File: config.mk
export PLATFORM = sky130hd
export DESIGN_NAME = dispatch_request_fifo
export DESIGN_NICKNAME = d
export VERILOG_FILES = /design/src/rtl/dispatch_request_fifo.sv
export SDC_FILE = /design/constraint.sdc
export NUM_CORES = 1
export LEC_CHECK = 0
export BUFFER_PORTS_ARGS = -buffer_cell sky130_fd_sc_hd__buf_2
export CORE_ASPECT_RATIO = 1.1
export CORE_UTILIZATION = 45
export CTS_CLUSTER_DIAMETER = 200
export DETAILED_ROUTE_END_ITERATION = 12
export HOLD_SLACK_MARGIN = 0.15
export PLACE_DENSITY = 0.64
export SYNTH_ARGS = -nofsm -noshare
export SYNTH_HDL_FRONTEND = slang
export SYNTH_SLANG_ARGS = --single-unit
File: constraint.sdc
create_clock -name clk -period 10.05 [get_ports clk]
set_input_delay 1.005 -clock clk [delete_from_list [all_inputs] [get_ports clk]]
set_output_delay 1.005 -clock clk [all_outputs]
set_load 0.01 [all_outputs]
File: src/rtl/dispatch_request_fifo.sv
// dispatch_request_fifo
//  In-order request buffer between the warp scheduler and the ALU / LSU /
//  special-unit operand stages. Requests are stored in a DEPTH-entry ring,
//  then moved into a registered output stage that drives exactly one of the
//  three valid/ready channels, chosen by the request's one-hot unit flags.
//  count reports the ring occupancy; the output stage is not included.
//  Optional build macro: DISPATCH_FIFO_STATS_EN adds stall/high-water stats.
module dispatch_request_fifo #(
  parameter int unsigned DEPTH = 8,
  parameter int unsigned REQ_W = 103
) (
  input  logic                     clk,
  input  logic                     rst_n,
  input  logic                     s_tvalid_req,
  output logic                     s_tready_req,
  input  logic [REQ_W-1:0]         dispatch_request,
  output logic                     m_tvalid_alu,
  input  logic                     m_tready_alu,
  output logic                     m_tvalid_lsu,
  input  logic                     m_tready_lsu,
  output logic                     m_tvalid_special,
  input  logic                     m_tready_special,
  output logic [4:0]               m_warp_id,
  output logic [62:0]              m_instruction,
  output logic [31:0]              m_pred,
  output logic [$clog2(DEPTH):0]   count,
  output logic [31:0]              err
`ifdef DISPATCH_FIFO_STATS_EN
  ,
  output logic [31:0]              stat_stall_cycles,
  output logic [$clog2(DEPTH):0]   stat_high_water
`endif
);

  localparam int unsigned PW = $clog2(DEPTH);
  localparam int unsigned CW = PW + 1;

  localparam logic [2:0] UNIT_ALU     = 3'b100;
  localparam logic [2:0] UNIT_LSU     = 3'b010;
  localparam logic [2:0] UNIT_SPECIAL = 3'b001;

  typedef struct packed {
    logic [4:0]  warp;
    logic [62:0] instr;
    logic [31:0] pred;
    logic [2:0]  unit;
  } req_t;

  logic [REQ_W-1:0] mem [DEPTH];
  logic [PW-1:0]    wr_ptr;
  logic [PW-1:0]    rd_ptr;
  logic [1:0]       err_q;

  req_t             head;
  logic             push_ok;
  logic             full;
  logic             out_busy;
  logic             accept;
  logic             load;
  logic             flags_ok;
  logic [CW-1:0]    count_next;

  // Head decode, handshake and occupancy bookkeeping
  always_comb begin
    head       = req_t'(mem[rd_ptr]);
    full       = (count == CW'(DEPTH));
    push_ok    = s_tvalid_req && !full;
    out_busy   = m_tvalid_alu || m_tvalid_lsu || m_tvalid_special;
    accept     = (m_tvalid_alu && m_tready_alu) ||
                 (m_tvalid_lsu && m_tready_lsu) ||
                 (m_tvalid_special && m_tready_special);
    load       = (count != '0) && (!out_busy || accept);
    flags_ok   = 1'b0;
    case (head.unit)
      UNIT_ALU, UNIT_LSU, UNIT_SPECIAL: flags_ok = 1'b1;
      default:                          flags_ok = 1'b0;
    endcase
    count_next = count + CW'(push_ok) - CW'(load);
  end

  // Ring storage; contents need no reset since pointers/count gate use
  always_ff @(posedge clk) begin
    if (push_ok) begin
      mem[wr_ptr] <= dispatch_request;
    end
  end

  // Pointers, occupancy and scheduler ready (ready leaves one slot of slack)
  always_ff @(posedge clk or negedge rst_n) begin
    if (!rst_n) begin
      wr_ptr       <= '0;
      rd_ptr       <= '0;
      count        <= '0;
      s_tready_req <= 1'b1;
    end else begin
      if (push_ok) wr_ptr <= wr_ptr + PW'(1);
      if (load)    rd_ptr <= rd_ptr + PW'(1);
      count        <= count_next;
      s_tready_req <= (count_next <= CW'(DEPTH - 2));
    end
  end

  // Output stage: load head on empty/accept; malformed flags are dropped
  always_ff @(posedge clk or negedge rst_n) begin
    if (!rst_n) begin
      m_tvalid_alu     <= 1'b0;
      m_tvalid_lsu     <= 1'b0;
      m_tvalid_special <= 1'b0;
      m_warp_id        <= '0;
      m_instruction    <= '0;
      m_pred           <= '0;
    end else if (load) begin
      m_tvalid_alu     <= flags_ok && (head.unit == UNIT_ALU);
      m_tvalid_lsu     <= flags_ok && (head.unit == UNIT_LSU);
      m_tvalid_special <= flags_ok && (head.unit == UNIT_SPECIAL);
      if (flags_ok) begin
        m_warp_id     <= head.warp;
        m_instruction <= head.instr;
        m_pred        <= head.pred;
      end
    end else if (accept) begin
      m_tvalid_alu     <= 1'b0;
      m_tvalid_lsu     <= 1'b0;
      m_tvalid_special <= 1'b0;
    end
  end

  // Sticky error flags: overflow and non-one-hot unit flags
  always_ff @(posedge clk or negedge rst_n) begin
    if (!rst_n) begin
      err_q <= '0;
    end else begin
      if (s_tvalid_req && full) err_q[0] <= 1'b1;
      if (load && !flags_ok)    err_q[1] <= 1'b1;
    end
  end

  assign err = {30'd0, err_q};

`ifdef DISPATCH_FIFO_STATS_EN
  logic stall;

  // A channel is stalled while its valid is up and its ready is low
  always_comb begin
    stall = (m_tvalid_alu && !m_tready_alu) ||
            (m_tvalid_lsu && !m_tready_lsu) ||
            (m_tvalid_special && !m_tready_special);
  end

  // Stall-cycle counter (wraps) and occupancy high-water mark
  always_ff @(posedge clk or negedge rst_n) begin
    if (!rst_n) begin
      stat_stall_cycles <= '0;
      stat_high_water   <= '0;
    end else begin
      if (stall) stat_stall_cycles <= stat_stall_cycles + 32'd1;
      if (count_next > stat_high_water) stat_high_water <= count_next;
    end
  end
`endif

endmodule
==> results, run 1 <==
- The clock passes through at most 3 buffers.
- The maximum resistive drop on vdd is 0.346 mV.
- The buffering stage count on the worst path with inverters included is 3.
- Following the worst setup path forward leads to its endpoint at m_instruction[26]$_DFFE_PN0P_.
- The cell area after synthesis is 35700 um2.
- The clock network is responsible for 27.8% of the overall power.
- On the final layout, the worst clock skew is 0.0388 ns.
- For this run, the detailed router's first-pass iteration total came to 5.
- The minimum clock period after layout is 4.90 ns.
- The quantity of hold-fixing buffers added after cts is 0.
- The type of origin of the critical path is a register.
- Clock tree synthesis inserted a total of 95 buffers.
- The synthesis-to-finish area growth is 14.9%.
- Counting flops with a built-in enable in the synthesized netlist gives 824.
- Post-CTS timing repair inserted 0 buffers for setup.
- The routed design has 72.7 mm of wire.
- Of all nets on the critical path, the largest fanout is 117.
- The count of filler cells inserted in the layout is 6097.
- The height of the die is 297 um.
- The number of vias per cell after detailed routing is 5.43.
- The tree built by TritonCTS fans out to 940 sinks.
- The final setup violation count is 0.
- The critical path goes through buf_12 > mux4_2 > mux2_4 > o21a_1 > a211oi_4 > buf_4 > buf_4 > mux2_1.
- Leaving out filler cells and counting taps, the final layout contains 2909.
- The number of global-route vias before repair came to 17300.
- Global routing consumed, over all layers together, 18.5% of the routing resources.
- The total net switching power is 0.00371 W.
- Dividing total power by cell area gives a power density of 308 nW/um2.
- The largest net degree at the start of global routing is 118.
- The cell sitting at the root of the clock tree is a clkbuf_16.
- The sequential fraction of the synthesis area is 77.5%.
- Timing would allow up to 204 MHz.
- The share of synthesized flip-flops with an asynchronous set or reset is 12.3%.
- The number of different library cells used by synthesis comes to 35.
- In this design, the stage delay of the slowest critical-path cell is 1.01 ns.
- In this run the core area contains 107 standard-cell rows.
- The number of max-slew violations in the final report is 0.
- The share of the clock period used by the worst path is 48.7%.
- The number of synthesis warnings is 0.
- The die covers 80400 um2.
- The share of final-layout standard cells stronger than drive strength 1 is 37.8%.
- The most numerous cell type found on the critical path is buf_4.
- The number of vias after detailed routing is 15800.
- The post-CTS clock slew at the launch and capture registers of the worst setup and hold paths is 0.06 ns.
- In the final design database the tool counted 1904 nets.
- Synthesis inferred 940 register bits.
- The max-cap check violation count is 0.
- For this design the static power due to leakage is 13.8 nW.
- The initial antenna violation count is 15.
- The pin slew with the least headroom to its limit is 1.20 ns.
- Measured along the x axis, the die boundary spans 270 um.
- In this run, the number of DRC markers left after iteration 0 of detailed routing was 1141.
- Leaving out fill and tap cells, the most frequent cell in the layout is edfxtp_1.
- The number of placed cells counting well taps is 2724.
- The cell family contributing the most delay on the critical path is buffers and inverters.
- The number of remaining DRC errors is 0.
- The class of the worst hold path is input pin to async pin.
- The switching share of power is 29.4%.
- The routed length per placed instance is 25.0 um.
- The first global-routing pass estimated 110 mm of wire.
- The count of nets left with antenna violations once routing finished came out at 0.
- Gates resized during post-CTS repair numbered 0.
- After routing, the total negative slack on setup checks comes to 0 ns.
- At the worst endpoint, the required time is 10.56 ns.
- The flip-flop cell with the highest count after synthesis is edfxtp_1.
- The run finished with clean final reports.
- The area of the placeable core is 77900 um2.
- TritonCTS built the clock tree.
- The critical path starts at rd_ptr[0]$_DFFE_PN0P_.
- STA puts the critical path data arrival time at 5.41 ns.
- The insertion delay of the later-clocked pin in the worst-skew pair is 0.66 ns.
- The setup check on the worst reg-to-reg path leaves a slack of 5.15 ns.
- The part of the total power dissipated in sequential elements is 42.8%.
- A synthesized cell averages 23.6 um2.
- The category of the critical setup timing path is register to register.
- The cell count after synthesis came out at 1515.
- The worst setup path is captured at a register.
- CTS built an H-tree with a depth of 3.
- The combinational group share of total power is 29.4%.
- The library cells used most frequently in the layout, excluding fill and tap cells, are edfxtp_1, buf_2, mux4_2.
- The final HPWL from detailed placement is 38.5 mm.
- The congestion estimate from routability-driven global placement came to 0.690.
- The number of hold violations in the final report is 0.
- The slowest cell on the critical path is dfrtp_4.
- The starting density of the core is 45.8%.
- During I/O placement, the number of pins put on the boundary was 249.
- The capture point of the worst reg-to-reg path is m_instruction[26]$_DFFE_PN0P_.
- Headroom to the max-slew limit came out at 20.0%.
- The number of port buffers is 218.
- The launch instance of the worst register-to-register path is rd_ptr[0]$_DFFE_PN0P_.
- Summed over all layers, the global routing overflow is 0.
- The path depth of the worst reg2reg path is 8.
- Setup repair after global routing left no endpoint under its margin.
- The critical path runs through a total of 8 cells.
- The internal portion of the total power is 0.00891 W.
[cell families (layout without fill, tap and decap cells)]
kind of cell / count (synthesis) / in the layout / share of synthesized area, %
buffers and inverters: 107 / 430 / 1.94
other: 1 / 37 / 0.0105
AO/OA/AOI/OAI: 13 / 13 / 0.295
XOR/XNOR: 6 / 6 / 0.147
AND/OR/NAND/NOR: 29 / 29 / 0.340
flip-flops: 940 / 940 / 77.5
multiplexers: 410 / 410 / 19.4
adder cells (fa/ha/maj): 9 / 9 / 0.337
[how the worst min path moves through the flow]
stage                                     start                             to  slack [ns]  cells after the start
after global placement     err_q[0]$_DFFE_PN0P_           err_q[0]$_DFFE_PN0P_        0.45                      1
final                                     rst_n           err_q[0]$_DFFE_PN0P_        0.40                      1
after CTS                                 rst_n  m_instruction[47]$_DFFE_PN0P_        0.40                      1
after detailed placement   err_q[0]$_DFFE_PN0P_           err_q[0]$_DFFE_PN0P_        0.46                      1
after global routing                      rst_n  m_instruction[47]$_DFFE_PN0P_        0.42                      1
after floorplan           wr_ptr[0]$_DFFE_PN0P_          wr_ptr[0]$_DFFE_PN0P_        0.49                      2
[worst register-to-register path: cells and delay by family (launching register included)]
kind | cells | cell delay (ns)
compound gates | 2 | 0.49
buf+inv | 3 | 1.81
flops | 1 | 1.01
mux | 3 | 1.46
[area by class of cell]
class	count	area (um2)	share of cell area (%)
Clock buffer	142	2680	6.55
Antenna cell	7	17.5	0.0427
Tap cell	1035	1290	3.16
Sequential cell	940	27700	67.5
Clock inverter	36	485	1.18
Timing Repair Buffer	244	1320	3.21
Multi-Input combinational cell	497	7510	18.3
Inverter	8	30.0	0.0732
[Yosys cell counts, types with 2 or more instances]
master,number,area share [%]
a21oi_1,2,0.028
a32o_1,2,0.056
buf_1,15,0.16
buf_12,10,0.56
buf_4,30,0.63
buf_6,2,0.063
clkbuf_1,41,0.43
dfrtp_1,115,8.1
edfxtp_1,824,69
ha_1,8,0.28
inv_1,7,0.074
mux2_1,100,3.2
mux2_2,103,3.3
mux4_2,206,13
nand2_1,14,0.15
nand2b_1,3,0.053
nor2_1,9,0.095
nor3_1,2,0.028
o31ai_1,2,0.042
xnor2_1,4,0.098
xor2_1,2,0.049
[metrics by stage]
| step | hold WS [ns] | power [W] | area, um2 | util, % | setup slack (ns) |
|---|---|---|---|---|---|
| finish | 0.395 | 0.0126 | 41000 | 52.6 | 5.15 |
| global placement | 0.452 | 0.00922 | 37800 | 48.5 | 5.04 |
| global route | 0.418 | 0.0133 | 41000 | 52.6 | 4.72 |
| floorplan | 0.486 | 0.00834 | 35800 | - | 1.08 |
| CTS | 0.396 | 0.0128 | 41000 | 52.6 | 4.94 |
| detailed placement | 0.456 | 0.00930 | 37800 | 48.5 | 4.98 |
[registers in the layout, summed over array words and instances (netlist names), 2 cells and up]
| signal | flops |
|---|---|
| mem | 824 |
| m_instruction | 63 |
| m_pred | 32 |
| m_warp_id | 5 |
| count | 4 |
| rd_ptr | 3 |
| wr_ptr | 3 |
| err_q | 2 |
[layer usage]
layer	GRT usage, %	vias up	routed length, um
li1	-	6785	-
met5	0	-	56
met2	32.0	395	37600
met1	23.6	8490	29700
met3	3.37	127	3630
met4	6.24	10	1740
[power by group through the flow]
stage	combinational (W)	clock (W)	sequential, W
5_1_grt	0.00403	0.00374	0.00548
3_5_place_dp	0.00381	0	0.00549
6_report	0.00371	0.00351	0.00540
2_1_floorplan	0.00285	0	0.00549
4_1_cts	0.00383	0.00360	0.00542
3_3_place_gp	0.00377	0	0.00546
No activity file was read; power rests on OpenSTA's default activity.
==> run 2: changes to the inputs <==
- PLACE_DENSITY: 0.64 -> 0.67
- clock period: 10.05 -> 4.25 ns (I/O delays scaled with it)
==> results, run 2 (synthesized netlist as in run 1, its figures left out) <==
- The setup TNS is 0 ns.
- The final RePlAce weighted congestion is 0.716.
- The count of TritonRoute iterations in the first routing pass is 5.
- The largest registers in the layout are mem: 824 flops, m_instruction: 63 flops, m_pred: 32 flops.
- The final cell count without fillers is 3017.
- The layer flagged by global routing as most heavily used is met2.
- The number of top-level design ports is 249.
- STA classifies the critical path startpoint as a register.
- The starting density of the core is 45.8%.
- The number of global-route vias before repair is 17600.
- The leakage dissipation is 14.4 nW.
- In this run the critical register-to-register path is launched from rd_ptr[0]$_DFFE_PN0P_.
- The first global-routing pass estimated 112 mm of wire.
- In this run, CTS created clock tree buffers numbering 95.
- The class of the worst hold path is input pin to register.
- The design area is 42300 um2.
- The floorplan step set the die height to 297 um.
- The fraction of met2 tracks used by global routing is 32.0%.
- The startpoint of the most critical hold path is m_tready_special.
- The number of placed cells counting well taps is 2731.
- Counting cells, the worst reg-to-reg path comes to 6.
- At the worst endpoint, the arrival time is 3.94 ns.
- The flow ran to the end, and the final reports show no timing, DRC or antenna violations.
- The hold path depth is 4.
- The top fanout value on the critical path is 17.
- The area occupied by registers is 27700 um2.
- The register with the most flip-flops in the layout has 824 of them.
- The tree is rooted in a clkbuf_16.
- The footprint of the multi-input gates is 7530 um2.
- The number of buffers on the longest clock path is 3.
- The longest individual stage delay on the worst path is 0.76 ns.
- The TritonCTS clock tree is done.
- In this run the core area contains 107 standard-cell rows.
- The final wirelength is 73.7 mm.
- The die covers 80400 um2.
- In the post-route analysis, the smallest setup slack over all paths is 0.815 ns.
- Dividing the detail-routed wire length by the instance count gives 24.4 um.
- The register with the most flip-flops in the final layout is mem.
- The area of the placeable core is 77900 um2.
- The most frequent standard cell in the layout excluding fill and tap cells is edfxtp_1.
- The share of final-layout standard cells stronger than drive strength 1 is 36.2%.
- At the later pin of the worst-skew pair, clock insertion delay measures 0.65 ns.
- The met1 capacity usage during global routing is 25.0%.
- The total routing usage reported by global routing is 18.7%.
- The slowest cell on the critical path is a211oi_4.
- The number of max-slew violations in the final report was 0.
- The met3 usage is 3.22%.
- The synthesis-to-finish area growth is 18.7%.
- The design draws 0.0305 W.
- The number of port buffers is 218.
- Derived from the worst setup path, the maximum achievable clock frequency is 291 MHz.
- The H-tree was split into 3 levels.
- Entering global routing, the biggest net connects 91 pins.
- The remaining max-slew budget at the tightest pin is 28.9%.
- The number of instances resized during post-cts repair is 0.
- The routed layout has 16300 vias.
- The HPWL after detailed placement is 38.3 mm.
- The pin slew with the least headroom to its limit is 1.07 ns.
- CTS saw 940 sinks.
- After global routing the overflow that remains totals 0.
- Once the clock tree was built, the setup fixing pass inserted 0 buffers.
- The share of the clock period used by the worst path is 80.8%.
- Setup repair after global routing left no endpoint under its margin.
- For the worst setup path, the data required time is 4.75 ns.
- The layout net count is 2017.
- Max-cap violations in this run came to 0.
- VDD sags by at most 0.505 mV.
- The slack of the worst reg-to-reg path is 0.81 ns.
- Timing analysis after detailed placement gives a worst setup slack of 0.800 ns.
- The number of hold violations in the final report is 0.
- The floorplan step set the die width to 270 um.
- The initial DRC count is 1282.
- The number of vias per cell after detailed routing is 5.40.
- In this run the cell area measured after placement is 38000 um2.
- The quantity of hold-fixing buffers added after cts is 106.
- Setup violations remaining at the end of the flow were counted as 0.
- The category of the critical setup timing path is register to register.
- After filler insertion, the fill cell instance count of the layout stands at 5956.
- The post-route antenna net violation count is 0.
- The minimum clock period after layout is 3.44 ns.
- The critical path goes through mux4_2 > mux2_2 > o21a_1 > a211oi_4 > buf_4 > mux2_1.
- For the final database, setup skew stands at 0.0341 ns.
- In the layout the commonest cells are edfxtp_1, buf_2, mux4_2.
- The initial antenna violation count came to 4.
- Clock-pin slew was measured on the worst setup and hold paths at 0.06 ns.
- For this run, design rule violations remaining after detail routing come to 0.
- The endpoint identified for the worst register-to-register timing path is m_instruction[9]$_DFFE_PN0P_.
- The worst hold path terminates at m_tvalid_lsu$_DFFE_PN0P_.
- Power spread over the standard cell area amounts to 720 nW/um2.
- The nature of the critical path endpoint is a register.
## run 2: cell types whose count changed in the layout (fill, tap and decap cells not counted), moves of 4 or more
| cell | delta |
|---|---|
| bufinv_16 | +8 |
| clkinv_1 | +4 |
| clkbuf_8 | -7 |
| diode_2 | -6 |
| clkbuf_1 | -8 |
| dlygate4sd3_1 | +106 |
| buf_12 | +10 |
## run 2: area by class of cell
class | instances | area share, %
clock inverter | 51 | 1.63
antenna | 1 | 0.00591
tap | 1035 | 3.06
multi-input combinational | 497 | 17.8
timing repair buffer | 357 | 6.04
clock buffer | 128 | 6.10
inverter | 8 | 0.0709
sequential | 940 | 65.3
## run 2: worst max path at each step
| stage | end | depth (start not counted) | from | slack [ns] |
|---|---|---|---|---|
| floorplan | mem[2][0]$_DFFE_PP_ | 6 | count[2]$_DFF_PN0_ | -1.66 |
| global placement | m_instruction[46]$_DFFE_PN0P_ | 6 | rd_ptr[0]$_DFFE_PN0P_ | 0.84 |
| detailed placement | m_instruction[51]$_DFFE_PN0P_ | 6 | rd_ptr[0]$_DFFE_PN0P_ | 0.80 |
| CTS | m_instruction[51]$_DFFE_PN0P_ | 6 | rd_ptr[0]$_DFFE_PN0P_ | 0.75 |
| global route | m_instruction[5]$_DFFE_PN0P_ | 6 | rd_ptr[0]$_DFFE_PN0P_ | 0.64 |
| finish | m_instruction[9]$_DFFE_PN0P_ | 6 | rd_ptr[0]$_DFFE_PN0P_ | 0.81 |
## run 2: stage by stage
stage / hold WS [ns] / util (%)
global route: 0.189 / 54.3
floorplan: 0.129 / -
CTS: 0.156 / 54.3
detailed placement: 0.471 / 48.8
finish: 0.208 / 54.3
global placement: 0.456 / 48.8
## run 2: power by group
| part | total [W] | internal, W | switching (W) |
|---|---|---|---|
| clock network | 0.00862 | 0.00520 | 0.00343 |
| logic | 0.00922 | 0.00451 | 0.00471 |
| registers | 0.0126 | 0.0119 | 0.000709 |
## run 2: worst max-delay path: cells and delay by family, from the launching register on
kind | cells | cell delay, ns
mux | 3 | 1.22
compound gates | 2 | 0.99
buf+inv | 1 | 0.43
flops | 1 | 0.63
## run 2: routing by layer
layer / vias to the layer above / wire length [um] / share of wire [%]
met5: - / 39 / 0.053
met4: 6 / 1130 / 1.5
met3: 98 / 3470 / 4.7
met2: 439 / 38000 / 52
met1: 8738 / 31000 / 42
li1: 7011 / - / -
